[src/rtl/pause_sequencer.sv]
// -----------------------------------------------------------------------------
// pause_sequencer
//
// Purpose:
//   Merges every CPU-pause requester (player pause button, OSD, hiscore engine)
//   into one pause_cpu strobe for the game core. Pause entry is aligned to the
//   rising edge of vertical blank so the game never freezes mid-frame. If no
//   vblank edge arrives, entry is forced after a timeout. The block also
//   acknowledges the hiscore engine once the CPU is halted, and raises a
//   dim-after-idle video flag.
//
// Build option:
//   PAUSE_SEQ_DEBOUNCE_EN - when defined, the synchronised user_button level
//   must stay stable for 2^16 consecutive clocks before it is accepted.
//
// Ports:
//   clk          in   system clock (clk_sys)
//   reset        in   synchronous, active-high reset
//   user_button  in   player pause button, level, asynchronous to clk
//   osd_open     in   OSD visible
//   hs_pause_req in   hiscore engine requests CPU halt, level
//   vblank       in   vertical blank, level, already in clk domain
//   options[1:0] in   [0] pause when OSD open, [1] dim enable
//   pause_cpu    out  halt game CPU (registered, high exactly while PAUSED)
//   hs_paused    out  hiscore ack: CPU halted and hs_pause_req active
//   dim_video    out  halve RGB intensity
// -----------------------------------------------------------------------------
module pause_sequencer #(
  parameter int unsigned CLKS_PER_SEC = 30_000_000,
  parameter int unsigned DIM_SECS     = 10,
  parameter int unsigned VBL_TIMEOUT  = 600_000
) (
  input  logic       clk,
  input  logic       reset,
  input  logic       user_button,
  input  logic       osd_open,
  input  logic       hs_pause_req,
  input  logic       vblank,
  input  logic [1:0] options,
  output logic       pause_cpu,
  output logic       hs_paused,
  output logic       dim_video
);

  localparam int unsigned DIM_LIMIT = CLKS_PER_SEC * DIM_SECS;
  localparam int DIM_W = $clog2(DIM_LIMIT + 1);
  localparam int TMO_W = $clog2(VBL_TIMEOUT + 1);
  localparam logic [DIM_W-1:0] DIM_MAX  = DIM_W'(DIM_LIMIT);
  localparam logic [TMO_W-1:0] TMO_LAST = TMO_W'(VBL_TIMEOUT - 1);

  typedef enum logic [1:0] {
    ST_RUN      = 2'd0,
    ST_WAIT_VBL = 2'd1,
    ST_PAUSED   = 2'd2
  } state_t;

  state_t           state_r;
  state_t           state_next_s;
  logic             btn_meta_r;
  logic             btn_sync_r;
  logic             btn_level_s;
  logic             btn_prev_r;
  logic             btn_rise_s;
  logic             user_latch_r;
  logic             vblank_q_r;
  logic             vbl_rise_s;
  logic             req_s;
  logic [TMO_W-1:0] tmo_r;
  logic [DIM_W-1:0] dim_cnt_r;
  logic             pause_cpu_r;
  logic             hs_paused_r;
  logic             dim_video_r;

  // Two-flop synchroniser for the asynchronous button.
  always_ff @(posedge clk) begin
    if (reset) begin
      btn_meta_r <= 1'b0;
      btn_sync_r <= 1'b0;
    end else begin
      btn_meta_r <= user_button;
      btn_sync_r <= btn_meta_r;
    end
  end

`ifdef PAUSE_SEQ_DEBOUNCE_EN
  logic [15:0] db_cnt_r;
  logic        btn_stable_r;

  // Accept a new button level only after it has differed from the accepted
  // level for 65536 consecutive clocks; any bounce back restarts the count.
  always_ff @(posedge clk) begin
    if (reset) begin
      db_cnt_r     <= 16'd0;
      btn_stable_r <= 1'b0;
    end else if (btn_sync_r == btn_stable_r) begin
      db_cnt_r     <= 16'd0;
    end else if (db_cnt_r == 16'hFFFF) begin
      db_cnt_r     <= 16'd0;
      btn_stable_r <= btn_sync_r;
    end else begin
      db_cnt_r     <= db_cnt_r + 16'd1;
    end
  end

  assign btn_level_s = btn_stable_r;
`else
  assign btn_level_s = btn_sync_r;
`endif

  assign btn_rise_s = btn_level_s & ~btn_prev_r;
  assign vbl_rise_s = vblank & ~vblank_q_r;
  assign req_s      = user_latch_r | (osd_open & options[0]) | hs_pause_req;

  // Edge-detect history, button toggle latch and vblank history.
  always_ff @(posedge clk) begin
    if (reset) begin
      btn_prev_r   <= 1'b0;
      user_latch_r <= 1'b0;
      vblank_q_r   <= 1'b0;
    end else begin
      btn_prev_r   <= btn_level_s;
      user_latch_r <= user_latch_r ^ btn_rise_s;
      vblank_q_r   <= vblank;
    end
  end

  // Next-state logic; a withdrawn request beats a simultaneous vblank edge.
  always_comb begin
    state_next_s = state_r;
    case (state_r)
      ST_RUN: begin
        if (req_s) state_next_s = ST_WAIT_VBL;
        else       state_next_s = ST_RUN;
      end
      ST_WAIT_VBL: begin
        if (!req_s)                                  state_next_s = ST_RUN;
        else if (vbl_rise_s || (tmo_r == TMO_LAST))  state_next_s = ST_PAUSED;
        else                                         state_next_s = ST_WAIT_VBL;
      end
      ST_PAUSED: begin
        if (!req_s) state_next_s = ST_RUN;
        else        state_next_s = ST_PAUSED;
      end
      default: state_next_s = ST_RUN;
    endcase
  end

  // State register.
  always_ff @(posedge clk) begin
    if (reset) state_r <= ST_RUN;
    else       state_r <= state_next_s;
  end

  // Vblank timeout: held at zero in RUN so it starts fresh on WAIT_VBL entry,
  // and saturates rather than wrapping.
  always_ff @(posedge clk) begin
    if (reset)                                             tmo_r <= '0;
    else if (state_r == ST_RUN)                            tmo_r <= '0;
    else if ((state_r == ST_WAIT_VBL) && (tmo_r != TMO_LAST)) tmo_r <= tmo_r + 1'b1;
    else                                                   tmo_r <= tmo_r;
  end

  // Idle counter for dimming: runs only while PAUSED, restarts on any press.
  always_ff @(posedge clk) begin
    if (reset)                                 dim_cnt_r <= '0;
    else if ((state_r != ST_PAUSED) || btn_rise_s) dim_cnt_r <= '0;
    else if (dim_cnt_r != DIM_MAX)             dim_cnt_r <= dim_cnt_r + 1'b1;
    else                                       dim_cnt_r <= dim_cnt_r;
  end

  // Registered outputs; pause_cpu follows the state register exactly.
  // A hiscore-only pause never dims because neither latch nor OSD is set.
  always_ff @(posedge clk) begin
    if (reset) begin
      pause_cpu_r <= 1'b0;
      hs_paused_r <= 1'b0;
      dim_video_r <= 1'b0;
    end else begin
      pause_cpu_r <= (state_next_s == ST_PAUSED);
      hs_paused_r <= (state_next_s == ST_PAUSED) & hs_pause_req;
      dim_video_r <= (dim_cnt_r == DIM_MAX) & options[1] & (user_latch_r | osd_open);
    end
  end

  assign pause_cpu = pause_cpu_r;
  assign hs_paused = hs_paused_r;
  assign dim_video = dim_video_r;

endmodule

[config.mk]
export PLATFORM = sky130hd
export DESIGN_NAME = pause_sequencer
export DESIGN_NICKNAME = d
export VERILOG_FILES = /design/src/rtl/pause_sequencer.sv
export SDC_FILE = /design/constraint.sdc
export NUM_CORES = 1
export LEC_CHECK = 0
export BUFFER_PORTS_ARGS = -buffer_cell sky130_fd_sc_hd__buf_4
export CAP_MARGIN = 25
export CORE_ASPECT_RATIO = 0.75
export CORE_MARGIN = 5
export CORE_UTILIZATION = 50
export DETAILED_ROUTE_END_ITERATION = 6
export PLACE_DENSITY = 0.72
export SLEW_MARGIN = 30
export SYNTH_ARGS = -nofsm -noshare
export SYNTH_HDL_FRONTEND = slang
export SYNTH_SLANG_ARGS = --single-unit
[constraint.sdc]
create_clock -name clk -period 2.2 [get_ports clk]
set_input_delay 0.44 -clock clk [delete_from_list [all_inputs] [get_ports clk]]
set_output_delay 0.44 -clock clk [all_outputs]
set_load 0.05 [all_outputs]
# Yosys cells after proc, flatten, opt, wreduce, memory -nomap -nowiden
# Index checks and enable logic that the tools add are counted.
[word_totals] register_bits=59 latchBits=0 mem_bits_rw=0 romBits=0 output_inout_bits=3 mem_count=0
[op_classes] n_addsub=2 multipliers=0 n_div=0 order_cmp=0 eq_ne=8 shifts=0 muxes=5 bitwise=12 n_reduce_logical=6
[ops] operator="$add 29x1->29 const B" n=1
[ops] operator="$eq 29x29->1 const B" n=1
[ops] operator="$ne 29x29->1 const B" n=1
[ops] operator="$add 20x1->20 const B" n=1
[ops] operator="$eq 20x20->1 const B" n=1
[ops] operator="$ne 20x20->1 const B" n=1
[ops] operator="$and 1x1->1" n=6
[ops] operator="$mux 2" n=3
[ops] operator="$pmux 2 s3" n=1
[ops] operator="$eq 2x2->1 const B" n=2
[ops] operator="$reduce_or 2->1" n=2
[ops] operator="$or 1x1->1" n=3
[ops] operator="$eq 2x1->1 const B" n=1
[ops] operator="$logic_not 2->1" n=1
[ops] operator="$logic_or 1x1->1" n=2
[ops] operator="$ne 2x2->1 const B" n=1
[ops] operator="$not 1->1" n=2
[ops] operator="$logic_and 1x1->1" n=1
[ops] operator="$mux 1" n=1
[ops] operator="$xor 1x1->1" n=1

# Logic depth before layout (Yosys ltp)
[depth] word_depth=8 mapped_depth=7 mapped_depth_nobuf=6

# Least setup slack after synthesis
# No wires, ideal clock.
[synth_timing] path_type="register -> register" startpoint="reg dim_cnt_r[13]" endpoint="reg dim_video_r, in the netlist dim_video" setup_time_ns=0.087 arrival_ns=2.019 required_ns=2.113 setup_slack_ns=0.094 stages_incl_launch_ff=5 path_buffers=0 synth_period_minus_slack_ns=2.106 path_cell_list="dfxtp_1 -> or4b_1 -> or4_1 -> or4_1 -> nor4b_2"
[synth_via] elab_chain_len=3
[synth_lines] element="start, declared" line="69" rtl="logic [DIM_W-1:0] dim_cnt_r;"
[synth_lines] element="start signal, assigned" line="167" rtl="else if (dim_cnt_r != DIM_MAX) dim_cnt_r <= dim_cnt_r + 1'b1;"
[synth_lines] element="start signal, assigned" line="168" rtl="else dim_cnt_r <= dim_cnt_r;"
[synth_lines] element="$eq 29x29->1" line="181" rtl="dim_video_r <= (dim_cnt_r == DIM_MAX) & options[1] & (user_latch_r | osd_open);"
[synth_lines] element="$and 1x1->1 (2 in a row)" line="181"
[synth_lines] element="end signal, assigned" line="181"
[synth_lines] element="end, declared" line="72" rtl="logic dim_video_r;"
# Every way passes these cells.
# A chain may end at the register's enable or synchronous reset.

# Final worst setup path
[layout_timing] startpoint="reg tmo_r[15]" endpoint="reg tmo_r[11]"
[layout_via] elab_chain_len=2
[layout_lines] element="start, declared" line="68" rtl="logic [TMO_W-1:0] tmo_r;"
[layout_lines] element="start signal, assigned" line="159" rtl="else if ((state_r == ST_WAIT_VBL) && (tmo_r != TMO_LAST)) tmo_r <= tmo_r + 1'b1;"
[layout_lines] element="start signal, assigned" line="160" rtl="else tmo_r <= tmo_r;"
[layout_lines] element="$ne 20x20->1" line="159"
[layout_lines] element="$logic_and 1x1->1" line="159"
# Every way passes these cells.

==> impl_results.md <==
* IO Port Bufs at 10
* Cts hold-fix bufs at 0
* Mapped Cells at 318
* Reg clk slew, reported paths at 70 ps
* WP data required at about 2400 ps
* Peak VDD IR at a little over 0.0006 V
* Drt drc at 0
* CTS Buffer Depth at 2
* Register area at 0.00118 mm²
* Largest stage delay on the critical path at 670 ps
* Antenna violations before repair at 0
* R2R setup slack at 50 ps
* Period minus WS final at 2150 ps
* Die W at ~95 µm
* Fillers at 451
* Area delta synth->final at 19.9%
* RSZ-0062 raised after global routing: yes
* H-tree levels at 3
* Layout Cells excl Fill at about 420
* Fraction of final layout cells sized beyond drive strength 1 at 0.158
* Crit path cell chain: or4b_2, or4_4, o211ai_1, xnor2_1, nor2_1
* Skew final at 7.71 ps
* Worst hold path type: in -> reg
* Rel. slew slack at 0.582
* Hold_sp: user_button
* Post-synth cell types at 37
* Sw Pwr at about 0.47 mW
* Worst EP arrival at 2380 ps
* Pre-antenna DRT Iters at 4
* DPL Wire Length at 4030 µm
* Via count at 2250
* Initial core utilization at 0.509
* Reg2reg path depth at 5
* Area of the multi-input gates at 0.00146 mm²
* Largest net degree at the start of global routing at 20
* Hold endpoint: btn_meta_r
* Final nets at between 300 and 400
* Crit path max fanout at 6
* Reg-to-reg startpoint: tmo_r[15]
* Vias per cell at 5.31
* Combinational Power Share at 0.027
* Max_cap viols at 0
* Final setup vio count at 0
* Register share of total power at 0.450
* Sw Share at 0.193
* Post-synthesis cell area at 0.00270 mm²
* Slew Viols, Final at 0
* Global-route wire length before repair at about 9700 µm
* Core area at 0.00530 mm²
* Worst setup SP type: flop
* Peak Freq at 466 MHz
* Antenna cells at 0
* Worst Max-Slew Pin Slew at ~630 ps
* Dpl cells at approximately 410
* Slowest cell on crit path: or4b_2
* Vias in the first global route at 2106
* Status: complete, no violations
* Gr ovfl total at 0
* Synthesis Warnings at 0
* Routed Antenna Nets at 0
* Power Dens Cells at 747 mW/mm²
* Hold Path Depth at 2
* Lkg Pwr at between 1 and 1.5 nW
* Net Count, Synth at 329
* Worst skew pair latency at around 350 ps
* Routed len/inst at 13.4 µm
* Final Cycle Share at 0.976
* Clock power share at 0.523
* Clock buffer count from CTS at 9
* Seq/Total Area, Yosys at 0.438
* Internal Power at 1.95 mW
* Register bit count reported by yosys at a little under 60
* Hold Vio Cnt, Final at 0
* Avg Inst Size Synth at roughly 8.5 µm²
* Gr usage total at 0.185
* Initial DRC count at 146
* R2R Path End: tmo_r[11]
* Setup Buffers After CTS at 0
* Die Y at 73.6 µm
* CP Class: reg -> reg
* Clock tree sinks at 59
* IO Count at 11
* Clock root buffer: clkbuf_8
* Most frequent cells in the layout: nor2_1, dfxtp_1, buf_4
* Final WL at between 5000 and 6000 µm
* Worst setup EP type: flop
* Sum Neg Setup Slack at 0 ps
* Pwr Total at 2.41 mW
* CTS tree: yes
* Final GP Congestion at 0.820
* Rows at 23
* Die Area at roughly 0.007 mm²
==> layout make-up <==
cell class,instances,share of cell area
well taps,75,0.0290
flip-flops and latches,59,0.365
clock inverters,4,0.0294
inverters,10,0.0116
clock buffers,12,0.0511
multi-input cells,238,0.453
repair buffers,26,0.0604
==> power groups by stage <==
| stage | Sequential [mW] | Clock (mW) | Combinational (mW) |
|---|---|---|---|
| 5_1_grt | 1.09 | 1.33 | 0.0728 |
| 3_5_place_dp | 1.11 | 0 | 0.0627 |
| 4_1_cts | 1.08 | 1.28 | 0.0631 |
| 3_3_place_gp | 1.11 | 0 | 0.0631 |
| 6_report | 1.08 | 1.26 | 0.0657 |
| 2_1_floorplan | 1.11 | 0 | 0.0388 |
==> cells in the mapped netlist <==
cell | n | area (µm²)
dfxtp_1 | 59 | 1180
nor2_1 | 59 | 221
xor2_1 | 23 | 201
nand2_1 | 19 | 71.3
nand3_1 | 19 | 95.1
nand4_1 | 18 | 113
xnor2_1 | 17 | 149
inv_1 | 10 | 37.5
clkbuf_1 | 9 | 33.8
nor3_1 | 8 | 40.0
or3_1 | 8 | 50.1
nor4_1 | 7 | 43.8
o21ai_0 | 7 | 35.0
nor2b_1 | 6 | 37.5
a21oi_1 | 5 | 25.0
or4_1 | 5 | 37.5
and3_1 | 4 | 25.0
ha_1 | 3 | 37.5
nand2b_1 | 3 | 18.8
nor3b_1 | 3 | 22.5
nor4b_1 | 3 | 26.3
or4b_2 | 3 | 30.0
a211oi_1 | 2 | 15.0
and4_1 | 2 | 17.5
buf_1 | 2 | 7.51
o211ai_1 | 2 | 15.0
or2_2 | 2 | 12.5
a21boi_0 | 1 | 7.51
and2_1 | 1 | 6.26
mux2_2 | 1 | 11.3
mux2i_1 | 1 | 10.0
nand4b_1 | 1 | 8.76
nor4b_2 | 1 | 15.0
o21ai_2 | 1 | 8.76
o22ai_1 | 1 | 6.26
or4_4 | 1 | 11.3
or4b_1 | 1 | 10.0
==> state kept, by name, summed over array words and instances, names as in the netlist <==
register,count
hs_paused,1
tmo_r,20
btn_prev_r,1
vblank_q_r,1
state_r,2
dim_video,1
btn_level_s,1
btn_meta_r,1
user_latch_r,1
pause_cpu,1
dim_cnt_r,29
==> per-stage QoR <==
| step | hold WS [ps] | util | setup WS (ps) | area, µm² |
|---|---|---|---|---|
| floorplan | 414 | - | 93.6 | 2700 |
| global placement | 417 | 0.556 | 60.9 | 2940 |
| detailed placement | 437 | 0.556 | -10.9 | 2940 |
| CTS | 299 | 0.605 | 15.8 | 3200 |
| global route | 316 | 0.610 | -46.4 | 3230 |
| finish | 299 | 0.610 | 53.1 | 3230 |
==> layer usage <==
layer	GRT usage	wire length, µm
met5	0	0
met4	0.104	131
met2	0.248	2310
met3	0.0440	351
met1	0.267	2910
==> critical path, delay by kind of cell, from the launching register on <==
family	cells	cell delay, ps
simple gates	3	1320
xor+xnor	1	150
compound gates	1	250
flops	1	310
==> logic make-up (layout without fill, tap and decap cells) <==
group                    after synthesis  after routing  share of synthesized area
AO/OA/AOI/OAI                         19             19                     0.0418
XOR/XNOR                              40             40                      0.130
adder cells (fa/ha/maj)                3              3                     0.0139
buffers and inverters                 21             52                     0.0292
flip-flops                            59             59                      0.438
multiplexers                           2              2                    0.00789
AND/OR/NAND/NOR                      174            174                      0.339
==> timing repair <==
item / 4_1_cts / 5_1_grt
pin swaps: 0 / 2
endpoints found under the setup margin: 1 / 7
gates resized for setup: 1 / 6
==> how the worst max path moves through the flow <==
| stage | from | to | slack [ps] |
|---|---|---|---|
| final | tmo_r[15] | tmo_r[11] | 50 |
| after global routing | tmo_r[15] | hs_paused | -50 |
| after CTS | dim_cnt_r[12] | dim_video | 20 |
| after detailed placement | tmo_r[15] | tmo_r[5] | -10 |
| after global placement | tmo_r[15] | tmo_r[5] | 60 |
| after floorplan | dim_cnt_r[13] | dim_video | 90 |
Power figures use the tool's default switching activity.
